### config.mk
export PLATFORM = sky130hd
export DESIGN_NAME = fetch_ctrl
export DESIGN_NICKNAME = d
export VERILOG_FILES = /design/src/rtl/fetch_pkg.sv /design/src/rtl/fetch_skid.sv /design/src/rtl/fetch_ctrl.sv
export SDC_FILE = /design/constraint.sdc
export NUM_CORES = 1
export LEC_CHECK = 0
export ABC_AREA = 1
export CAP_MARGIN = 20
export CORE_UTILIZATION = 51
export CTS_CLUSTER_DIAMETER = 200
export DETAILED_ROUTE_END_ITERATION = 12
export DONT_BUFFER_PORTS = 1
export PLACE_DENSITY_LB_ADDON = 0.3
export SLEW_MARGIN = 20
export SYNTH_ARGS = -nofsm -noshare
export SYNTH_HDL_FRONTEND = slang
export SYNTH_HIERARCHICAL = 1
export SYNTH_SLANG_ARGS = --single-unit
### constraint.sdc
create_clock -name clk -period 7.46 [get_ports clk]
set_input_delay 2.238 -clock clk [delete_from_list [all_inputs] [get_ports clk]]
set_output_delay 2.238 -clock clk [all_outputs]
set_load 0.02 [all_outputs]
### src/rtl/fetch_pkg.sv
// Shared types for the instruction fetch sequencer: FSM states, the bubble
// instruction and the IF/ID pipeline register layout.
package fetch_pkg;

    typedef enum logic [2:0] {
        IDLE  = 3'd0,
        REQ   = 3'd1,
        WAIT  = 3'd2,
        HOLD  = 3'd3,
        DRAIN = 3'd4
    } state_t;

    localparam logic [31:0] NOP_INSTR = 32'h0000_0013;

    typedef struct packed {
        logic [31:0] instr;
        logic [31:0] pc;
        logic [31:0] pc4;
        logic        valid;
    } ifid_t;

    function automatic ifid_t ifid_bubble(input logic [31:0] nop);
        ifid_t b;
        b.instr = nop;
        b.pc    = 32'h0;
        b.pc4   = 32'h0;
        b.valid = 1'b0;
        return b;
    endfunction

endpackage

### src/rtl/fetch_skid.sv
// One-entry skid buffer holding a fetched instruction and its PC while
// decode is stalled. clear wins over load, load wins over take.
module fetch_skid (
    input  logic        clk,
    input  logic        reset,
    input  logic        load,
    input  logic        clear,
    input  logic        take,
    input  logic [31:0] load_instr,
    input  logic [31:0] load_pc,
    output logic        full,
    output logic [31:0] instr,
    output logic [31:0] pc
);

    logic        full_reg;
    logic [31:0] instr_reg;
    logic [31:0] pc_reg;

    always_ff @(posedge clk or posedge reset) begin
        if (reset) begin
            full_reg  <= 1'b0;
            instr_reg <= 32'h0;
            pc_reg    <= 32'h0;
        end else if (clear) begin
            full_reg <= 1'b0;
        end else if (load) begin
            full_reg  <= 1'b1;
            instr_reg <= load_instr;
            pc_reg    <= load_pc;
        end else if (take) begin
            full_reg <= 1'b0;
        end
    end

    assign full  = full_reg;
    assign instr = instr_reg;
    assign pc    = pc_reg;

endmodule

### src/rtl/fetch_ctrl.sv
// Fetch sequencer: issues one instruction-memory request at a time, owns the
// fetch PC and the IF/ID register, and applies decode stalls and EX redirects.
module fetch_ctrl #(
    parameter logic [31:0] RESET_PC  = 32'h0000_0000,
    parameter logic [31:0] NOP_INSTR = fetch_pkg::NOP_INSTR
) (
    input  logic        clk,
    input  logic        reset,
    input  logic        stall_d,
    input  logic        redirect,
    input  logic [31:0] redirect_pc,
    output logic        imem_req,
    output logic [31:0] imem_addr,
    input  logic        imem_gnt,
    input  logic        imem_rvalid,
    input  logic [31:0] imem_rdata,
    output logic [31:0] pc_f,
    output logic        pc_write,
    output logic [31:0] instrD,
    output logic [31:0] PCD,
    output logic [31:0] PCPlus4D,
    output logic        validD
);

    import fetch_pkg::*;

    state_t      state_reg, state_next;
    logic [31:0] pc_f_reg, pc_f_next;
    logic [31:0] pc_inflight_reg;
    ifid_t       ifid_reg, ifid_next;

    logic        req_fire;
    logic        resp_accept;
    logic        skid_load;
    logic        skid_take;
    logic        skid_full;
    logic [31:0] skid_instr;
    logic [31:0] skid_pc;

    fetch_skid u_skid (
        .clk        (clk),
        .reset      (reset),
        .load       (skid_load),
        .clear      (redirect),
        .take       (skid_take),
        .load_instr (imem_rdata),
        .load_pc    (pc_inflight_reg),
        .full       (skid_full),
        .instr      (skid_instr),
        .pc         (skid_pc)
    );

    // State register, fetch PC, in-flight PC and IF/ID register.
    always_ff @(posedge clk or posedge reset) begin
        if (reset) begin
            state_reg       <= IDLE;
            pc_f_reg        <= RESET_PC;
            pc_inflight_reg <= 32'h0;
            ifid_reg        <= ifid_bubble(NOP_INSTR);
        end else begin
            state_reg <= state_next;
            pc_f_reg  <= pc_f_next;
            ifid_reg  <= ifid_next;
            if (req_fire) begin
                pc_inflight_reg <= pc_f_reg;
            end
        end
    end

    // Next-state logic. A granted request whose response is still pending
    // must be drained after a redirect so its data never reaches IF/ID.
    always_comb begin
        state_next = state_reg;
        unique case (state_reg)
            IDLE:  state_next = REQ;
            REQ: begin
                if (imem_gnt)      state_next = redirect ? DRAIN : WAIT;
                else               state_next = REQ;
            end
            WAIT: begin
                if (redirect)      state_next = imem_rvalid ? REQ : DRAIN;
                else if (imem_rvalid) state_next = stall_d ? HOLD : REQ;
            end
            HOLD: begin
                if (redirect || !stall_d) state_next = REQ;
            end
            DRAIN: begin
                if (imem_rvalid)   state_next = REQ;
            end
            default: state_next = IDLE;
        endcase
    end

    // Output and datapath-control logic.
    always_comb begin
        imem_req    = (state_reg == REQ);
        req_fire    = imem_req && imem_gnt;
        pc_write    = redirect || req_fire;
        resp_accept = (state_reg == WAIT) && imem_rvalid && !redirect;
        skid_load   = resp_accept && stall_d;
        skid_take   = (state_reg == HOLD) && skid_full && !stall_d && !redirect;

        pc_f_next = pc_f_reg;
        if (redirect)      pc_f_next = redirect_pc;
        else if (req_fire) pc_f_next = pc_f_reg + 32'd4;

        ifid_next = ifid_reg;
        if (redirect) begin
            ifid_next = ifid_bubble(NOP_INSTR);
        end else if (!stall_d) begin
            if (resp_accept) begin
                ifid_next.instr = imem_rdata;
                ifid_next.pc    = pc_inflight_reg;
                ifid_next.pc4   = pc_inflight_reg + 32'd4;
                ifid_next.valid = 1'b1;
            end else if (skid_take) begin
                ifid_next.instr = skid_instr;
                ifid_next.pc    = skid_pc;
                ifid_next.pc4   = skid_pc + 32'd4;
                ifid_next.valid = 1'b1;
            end else begin
                ifid_next = ifid_bubble(NOP_INSTR);
            end
        end
    end

    assign imem_addr = pc_f_reg;
    assign pc_f      = pc_f_reg;
    assign instrD    = ifid_reg.instr;
    assign PCD       = ifid_reg.pc;
    assign PCPlus4D  = ifid_reg.pc4;
    assign validD    = ifid_reg.valid;

endmodule
== Yosys cells after proc, flatten, opt, wreduce, memory -nomap -nowiden ==
Cells that the tools add are included.

* Reductions and logical operators: 16
* Equal/unequal tests: 8
* Add/sub/neg operators: 3
* Mux-type cells: 18
* Bitwise gates (word level): 1

{| class="wikitable"
|+ Operator list
! operator !! number
|-
| 97-bit 2-to-1 mux || 4
|-
| 32-bit by 3-bit adder with 32-bit output (second input constant) || 3
|-
| 32-bit 2-to-1 mux || 2
|-
| 3-bit 2-to-1 mux || 7
|-
| 3-bit one-hot mux with 5 select lines || 1
|-
| 1-bit logical AND || 7
|-
| 3-bit by 2-bit equality test with 1-bit output (second input constant) || 2
|-
| 2-bit inequality test (second input constant) || 2
|-
| 3-bit by 1-bit equality test with 1-bit output (second input constant) || 1
|-
| 3-bit equality test (second input constant) || 1
|-
| 3-bit zero test || 1
|-
| 1-bit 2-to-1 mux || 3
|-
| 3-bit inequality test (second input constant) || 1
|-
| 3-bit AND reduction || 1
|-
| 3-bit nonzero test || 1
|-
| 1-bit zero test || 2
|-
| 1-bit logical OR || 2
|-
| 2-bit 2-to-1 mux || 1
|-
| 2-bit by 1-bit inequality test with 1-bit output (second input constant) || 1
|-
| 2-bit AND reduction || 1
|-
| 2-bit nonzero test || 1
|-
| 1-bit NOT || 1
|}

* Flip-flop bits (word level): 229
* Input bits: 70
* Output and inout port bits: 163
* Logic and storage cells: 56

== Longest topological paths before layout ==
Gate-level depths: netlist (run 1).

* Depth in word-level cells: 8
* Depth in mapped cells: 12
* Gate-level depth less buffers: 11

== Modules after synthesis ==
Netlist (run 1), hierarchy kept.

{| class="wikitable"
|+ Modules (own cells, without submodules)
! module !! instances !! seq. area each (um2) !! cells an instance !! area each (um2)
|-
| fetch_ctrl || 1 || 4057.6 || 1461 || 10028.4
|-
| fetch_skid || 1 || 1626.6 || 284 || 2592.5
|}

== Worst setup path after synthesis (run 1) ==
OpenSTA, ideal clock, no wires.

* Kind: input port to output port
* Start point: input port imem_gnt
* End point: output port pc_write
* Arrival: 2.791 ns
* Required time: 5.222 ns
* Path slack: 2.431 ns
* Stages on the path: 5
* Path buffers: 1
* Cell sequence: inv_1 > nor2_4 > inv_2 > nand2_2 > buf_4

* Word-level cells in the longest chain between the ends: 2

{| class="wikitable"
|+ RTL lines
! element !! RTL line !! text
|-
| from (decl) || fetch_ctrl.sv:14 || <nowiki>input logic imem_gnt,</nowiki>
|-
| 1-bit logical AND || fetch_ctrl.sv:97 || <nowiki>req_fire = imem_req && imem_gnt;</nowiki>
|-
| 1-bit logical OR || fetch_ctrl.sv:98 || <nowiki>pc_write = redirect || req_fire;</nowiki>
|-
| to (decl) || fetch_ctrl.sv:18 || <nowiki>output logic pc_write,</nowiki>
|}

No other way between the ends.

== Worst setup path after layout (run 1) ==
Ends and elaborated chain as after synthesis.

==> impl_metrics.py, run 1 <==
metrics = {
    "outcome": {
        "outcome": "finished, final reports clean",
    },
    "logic_synthesis": {
        "ys_async_sr_fraction_pct": 100,
        "synth-xor-area-share_pct": 1.18,
        "synthTopCellsByCount": "631 x nand2_1, 224 x dfrtp_1, 195 x nand3_1",
        "ys_seq_elements": 227,
        "synth_top_cell_by_area": "dfrtp_1",
        "ys.flop_type": "dfrtp_1",
        "synth_area_sq_um": 12600,
        "synthMuxAreaShare_pct": 0,
        "yosys.area_share.simple_pct": 33.8,
        "synth-edff-count": 0,
        "syn-instance-count": 1745,
        "synthAdderAreaFrac_pct": 0.297,
        "yosys.cell_types.count": 44,
        "yosysMostFrequentCell": "nand2_1",
        "synth_warnings": 6,
        "synth_area_leaders": "dfrtp_1 44%, nand2_1 19%, nand3_1 7.7%",
        "avgSynthCellArea_sq_um": 7.23,
        "yosysSeqAreaShare_pct": 45.0,
        "synth_compound_area_share_pct": 10.3,
        "synth_top_family_by_area": "simple AND/OR/NAND/NOR gates",
        "synth_top_area_share_pct": 44.4,
        "syn_nets": 1818,
    },
    "grt": {
        "grt_pass1_wl_microns": 59200,
        "track_usage_pct": 29.3,
        "grt_antenna_before_repair": 0,
        "grt_max_degree": 96,
        "grt_pass1_vias": 10769,
        "overflow": 0,
    },
    "power_and_ir_drop": {
        "p_per_area_nw_per_um2": 308,
        "p_leak_uw": 0.00646,
        "pwr-share-seq_pct": 49.4,
        "comb_power_share_pct": 18.1,
        "p_sw_uw": 1550,
        "peakVddDrop_v": 0.000203,
        "switching_share_pct": 37.8,
        "clock_power_share_pct": 32.5,
        "p_int_uw": 2550,
    },
    "floorplan": {
        "initial_core_util_pct": 51.9,
        "die_area_sq_um": 25400,
        "core_sq_um": 24300,
        "io_pins": 233,
        "die_w_microns": 159,
        "die_h_microns": 159,
        "row_count": 57,
    },
    "critical_path": {
        "cp.depth": 5,
        "worstPathMaxFanout": 42,
        "cp-endpoint": "pc_write",
        "critPathSlowestCell": "nand2_2",
        "r2r_start": "state_reg[0]",
        "critPathMaxStageDelay_ns": 0.45,
        "cp_data_arrival_time_ns": 3.48,
        "r2r_cells": 9,
        "cp-start-kind": "input pin",
        "worstSetupEndpointType": "output port",
        "crit_family": "buffers and inverters",
        "r2r_end": "u_skid/instr[4]",
        "crit_buf_inv": 3,
        "cp_data_required_time_ns": 5.22,
        "critPathKind": "input pin to output port",
        "r2r_slack_ns": 4.67,
        "cp_cell_sequence": "inv_1, nor2_4, buf_4, inv_2, nand2_2",
        "startpoint": "imem_gnt",
    },
    "detailed_routing": {
        "vias_per_cell": 5.66,
        "antenna_left": 0,
        "wl_per_cell_microns": 18.4,
        "drt_pass1_iterations": 5,
        "drt_iter0_markers": 1150,
        "drcViolationCount": 0,
        "vias": 11412,
        "wl_microns": 37100,
    },
    "cts": {
        "clockBufferDepth": 3,
        "cts_setup_buffers": 0,
        "cts_num_sinks": 227,
        "clk-insertion-delay-late_ns": 0.55,
        "cts_resized": 0,
        "root_buffer": "clkbuf_16",
        "path_clk_slew_ns": 0.06,
        "cts_tree": "done",
        "cts_buffers": 27,
        "cts-hold-fix-buffers": 0,
        "htreeDepth": 1,
    },
    "finish": {
        "area_growth_pct": 5.51,
        "final_layout_size_suffix_gt1_share_pct": 5.08,
        "fin_nets": 1745,
        "antenna_cells": 0,
        "stdcell_count": 2017,
        "fin_area_sq_um": 13300,
    },
    "sta": {
        "setup_tns_ns": 0,
        "drv_slew": 0,
        "fin_crit_ns": 5.72,
        "rsz0062_at_grt": "no",
        "setup_viol": 0,
        "whs_ns": 0.470,
        "timing.fmax_mhz": 175,
        "slew_headroom_pct": 32.3,
        "worst_clock_skew_ns": 0.0216,
        "fin_crit_sh_pct": 76.7,
        "worst_slew_pin_slew_ns": 1.01,
        "hold_violations": 0,
    },
    "min_path": {
        "min_path_type": "flip-flop to flip-flop",
    },
    "placed_design": {
        "gp_congestion": 0.974,
        "post_dp_cell_area_sq_um": 12400,
        "hpwl_microns": 25400,
        "place_inst": 1967,
        "portBuffers": 0,
    },
    "job": {
        "max_cap_violations": 0,
    },
}
per-stage QoR:
| step | util [%] | power [uW] | worst slack [ns] |
|---|---|---|---|
| 3_3_place_gp | 51.1 | 2730 | 1.78 |
| 2_1_floorplan | - | 2550 | 0.850 |
| 4_1_cts | 54.8 | 4110 | 1.75 |
| 5_1_grt | 54.8 | 4330 | 1.62 |
| 3_5_place_dp | 51.1 | 2770 | 1.75 |
| 6_report | 54.8 | 4100 | 1.74 |
metal layers:
metal / global-route usage (%) / share of wire, %
met5: 0 / 0
met4: 11.6 / 3.9
met3: 7.63 / 9.8
met2: 46.4 / 45
met1: 38.3 / 41
layout by cell type (no fill, tap or decap), types with 12 or more instances in the layout:
| cell type | netlist | layout |
|---|---|---|
| clkbuf_16 | 0 | 27 |
| o21ai_0 | 102 | 102 |
| nor3_1 | 20 | 20 |
| nand3_1 | 195 | 195 |
| a21o_1 | 22 | 22 |
| a22oi_1 | 12 | 12 |
| a21oi_1 | 46 | 46 |
| o21ai_1 | 23 | 23 |
| nor2_1 | 150 | 148 |
| inv_1 | 118 | 116 |
| xor2_1 | 16 | 16 |
| dfrtp_1 | 224 | 224 |
| nand2_1 | 631 | 631 |
tightest hold or removal path: cells and delay by family (launching register included):
| kind | cells | cell delay [ns] |
|---|---|---|
| flops | 1 | 0.34 |
| simple gates | 2 | 0.10 |
worst min path at each step:
stage | endpoint | cells after the start | start
after floorplan | u_skid/instr[0] | 2 | u_skid/instr[0]
after global placement | u_skid/instr[13] | 2 | u_skid/instr[13]
after detailed placement | u_skid/instr[21] | 2 | u_skid/instr[21]
after CTS | u_skid/instr[21] | 2 | u_skid/instr[21]
after global routing | u_skid/instr[12] | 2 | u_skid/instr[12]
final | u_skid/instr[19] | 2 | u_skid/instr[19]
kinds of logic after synthesis:
family | after synthesis
AOI/OAI and AO/OA | 231
xor gates and xnor gates | 17
adders and majority gates | 3
buffers and inverters | 238
DFF | 227
and+or+nand+nor | 1029
power groups by stage:
stage               clock, uW  combinational [uW]  sequential, uW
floorplan                   0                 709            1840
CTS                      1360                 741            2010
detailed placement          0                 737            2030
global placement            0                 710            2020
global route             1400                 859            2070
finish                   1330                 743            2030
cell type report:
| cell class | instances | area, sq um |
|---|---|---|
| clock inverters | 11 | 136 |
| repair buffers | 11 | 82.6 |
| flip-flops and latches | 227 | 5680 |
| fillers | 2359 | 11000 |
| clock buffers | 39 | 761 |
| inverters | 125 | 474 |
| well taps | 324 | 405 |
| multi-input cells | 1280 | 5770 |
(Power assumes the default switching activity.)
==> run 2, diff against run 1 <==
==> constraint.sdc (replaced) <==
create_clock -name clk -period 4.8 [get_ports clk]
set_input_delay 1.44 -clock clk [delete_from_list [all_inputs] [get_ports clk]]
set_output_delay 1.44 -clock clk [all_outputs]
set_load 0.02 [all_outputs]
==> run 2 against run 1 <==
  * Clock-buffer cell count down 1
  * First-iteration DRC count up 11%
  * Register-to-register slack got worse by 2.4 ns
  * Via count is 0.25% higher
  * Design area rose by 0.45%
  * Sequential power rose by 55%
  * Global-route usage is 0.53 points higher
  * Largest power group unchanged
  * Non-clock buffer count is 5 higher
  * Combinational power is 57% higher
  * Clock power increased by 53%
  * Worst setup slack worse by 0.71 ns
==> impl_metrics.py, run 2 (synthesis results as in run 1) <==
metrics = {
    "outcome": {
        "outcome": "finished, final reports clean",
    },
    "grt": {
        "grt_pass1_vias": 10803,
        "use_met1_pct": 39.9,
        "grt_max_degree": 140,
        "grt_use_met3_pct": 7.11,
        "grt_pass1_wl_microns": 60300,
        "grt_antenna_before_repair": 0,
        "grt_util_met2_pct": 46.2,
        "busiest_layer": "met2",
        "overflow": 0,
        "track_usage_pct": 29.8,
    },
    "min_path": {
        "min_path_type": "flip-flop to flip-flop",
    },
    "detailed_routing": {
        "drt_iter0_markers": 1276,
        "drt_pass1_iterations": 8,
        "drcViolationCount": 0,
        "vias": 11441,
        "vias_per_cell": 5.66,
        "antenna_left": 0,
        "wl_per_cell_microns": 18.7,
        "wl_microns": 37700,
    },
    "placed_design": {
        "hpwl_microns": 25900,
        "gp_congestion": 0.936,
        "portBuffers": 0,
    },
    "critical_path": {
        "critPathKind": "input pin to output port",
        "crit_family": "simple AND/OR/NAND/NOR gates",
        "worstSetupEndpointType": "output port",
        "cp_data_arrival_time_ns": 2.33,
        "cp-start-kind": "input pin",
        "critPathSlowestCell": "nand2_2",
        "crit_buf_inv": 2,
        "worstPathMaxFanout": 33,
        "cp_cell_sequence": "inv_1, nor2_4, inv_2, nand2_2",
        "cp_data_required_time_ns": 3.36,
        "critPathMaxStageDelay_ns": 0.40,
    },
    "sta": {
        "hold_violations": 0,
        "fin_crit_sh_pct": 78.6,
        "worst_clock_skew_ns": 0.0132,
        "setup_tns_ns": 0,
        "timing.fmax_mhz": 265,
        "slew_headroom_pct": 34.3,
        "fin_crit_ns": 3.77,
        "whs_ns": 0.471,
        "rsz0062_at_grt": "no",
        "worst_slew_pin_slew_ns": 0.984,
        "setup_viol": 0,
        "drv_slew": 0,
    },
    "floorplan": {
        "core_sq_um": 24300,
        "row_count": 57,
        "die_w_microns": 159,
        "io_pins": 233,
        "initial_core_util_pct": 51.9,
        "die_h_microns": 159,
        "die_area_sq_um": 25400,
    },
    "cts": {
        "cts_buffers": 26,
        "cts_num_sinks": 227,
        "root_buffer": "clkbuf_16",
        "cts_setup_buffers": 0,
        "clk-insertion-delay-late_ns": 0.54,
        "htreeDepth": 1,
        "cts_tree": "done",
        "clockBufferDepth": 3,
        "cts_resized": 0,
        "path_clk_slew_ns": 0.06,
        "cts-hold-fix-buffers": 0,
    },
    "finish": {
        "final_cell_mix": "631 x nand2_1, 224 x dfrtp_1, 195 x nand3_1",
        "final_layout_size_suffix_gt1_share_pct": 5.37,
        "final_common_cell": "nand2_1",
        "fin_nets": 1749,
        "area_growth_pct": 5.99,
        "fin_util_pct": 55.0,
        "antenna_cells": 0,
    },
    "power_and_ir_drop": {
        "p_per_area_nw_per_um2": 474,
        "p_leak_uw": 0.00648,
        "peakVddDrop_v": 0.000321,
    },
    "job": {
        "max_cap_violations": 0,
    },
}
[run 2: cell types whose count changed in the layout (fill, tap and decap cells not counted), sizes merged]
cell	previous run	this run
buf	11	16
clkinvlp	1	3
inv	126	124
bufinv	3	2
clkbuf	39	38
[run 2: metal layers]
| layer | wire length, microns | up-vias | share of wire (%) |
|---|---|---|---|
| li1 | - | 5450 | - |
| met1 | 15400 | 5294 | 41 |
| met4 | 1710 | 0 | 4.5 |
| met5 | 0 | - | 0 |
| met2 | 16900 | 604 | 45 |
| met3 | 3750 | 93 | 10 |
[run 2: stage by stage]
| stage | total power, uW | cells | area [sq um] | setup slack (ns) |
|---|---|---|---|---|
| floorplan | 3960 | 1745 | 12600 | 1.31 |
| global placement | 4260 | 1972 | 12500 | 1.02 |
| detailed placement | 4310 | 1972 | 12500 | 1.03 |
| CTS | 6360 | 2020 | 13400 | 1.02 |
| global route | 6700 | 2020 | 13400 | 0.919 |
| finish | 6350 | 2020 | 13400 | 1.03 |
[run 2: final cells by class]
type	count	area, sq um
repair buffers	16	158
clock buffers	38	767
clock inverters	10	115
multi-input cells	1280	5770
well taps	324	405
inverters	125	474
fillers	2326	10900
flip-flops and latches	227	5680
[run 2: path summary, 6_finish.rpt]
path	startpoint	endpoint	slack (ns)	cells after the start
max	imem_gnt	pc_write	1.03	4
min in group asynchronous	reset	instrD[27]	0.87	1
max reg2reg	state_reg[0]	u_skid/pc[25]	2.32	9
min reg2reg	u_skid/instr[12]	u_skid/instr[12]	0.47	2
min	u_skid/instr[12]	u_skid/instr[12]	0.47	2
max in group asynchronous	reset	PCPlus4D[28]	2.88	2
[run 2: tightest hold or removal path, stage by stage (launching register included)]
cell and delay, ns:
dfrtp_1 0.34, nand2_1 0.05, nand2_1 0.05
[run 2: where the power goes]
part           internal [uW]  switching, uW  total, uW
Sequential              2340            797       3140
Clock                   1220            817       2040
Combinational            369            800       1170
Total                   3930           2410       6350
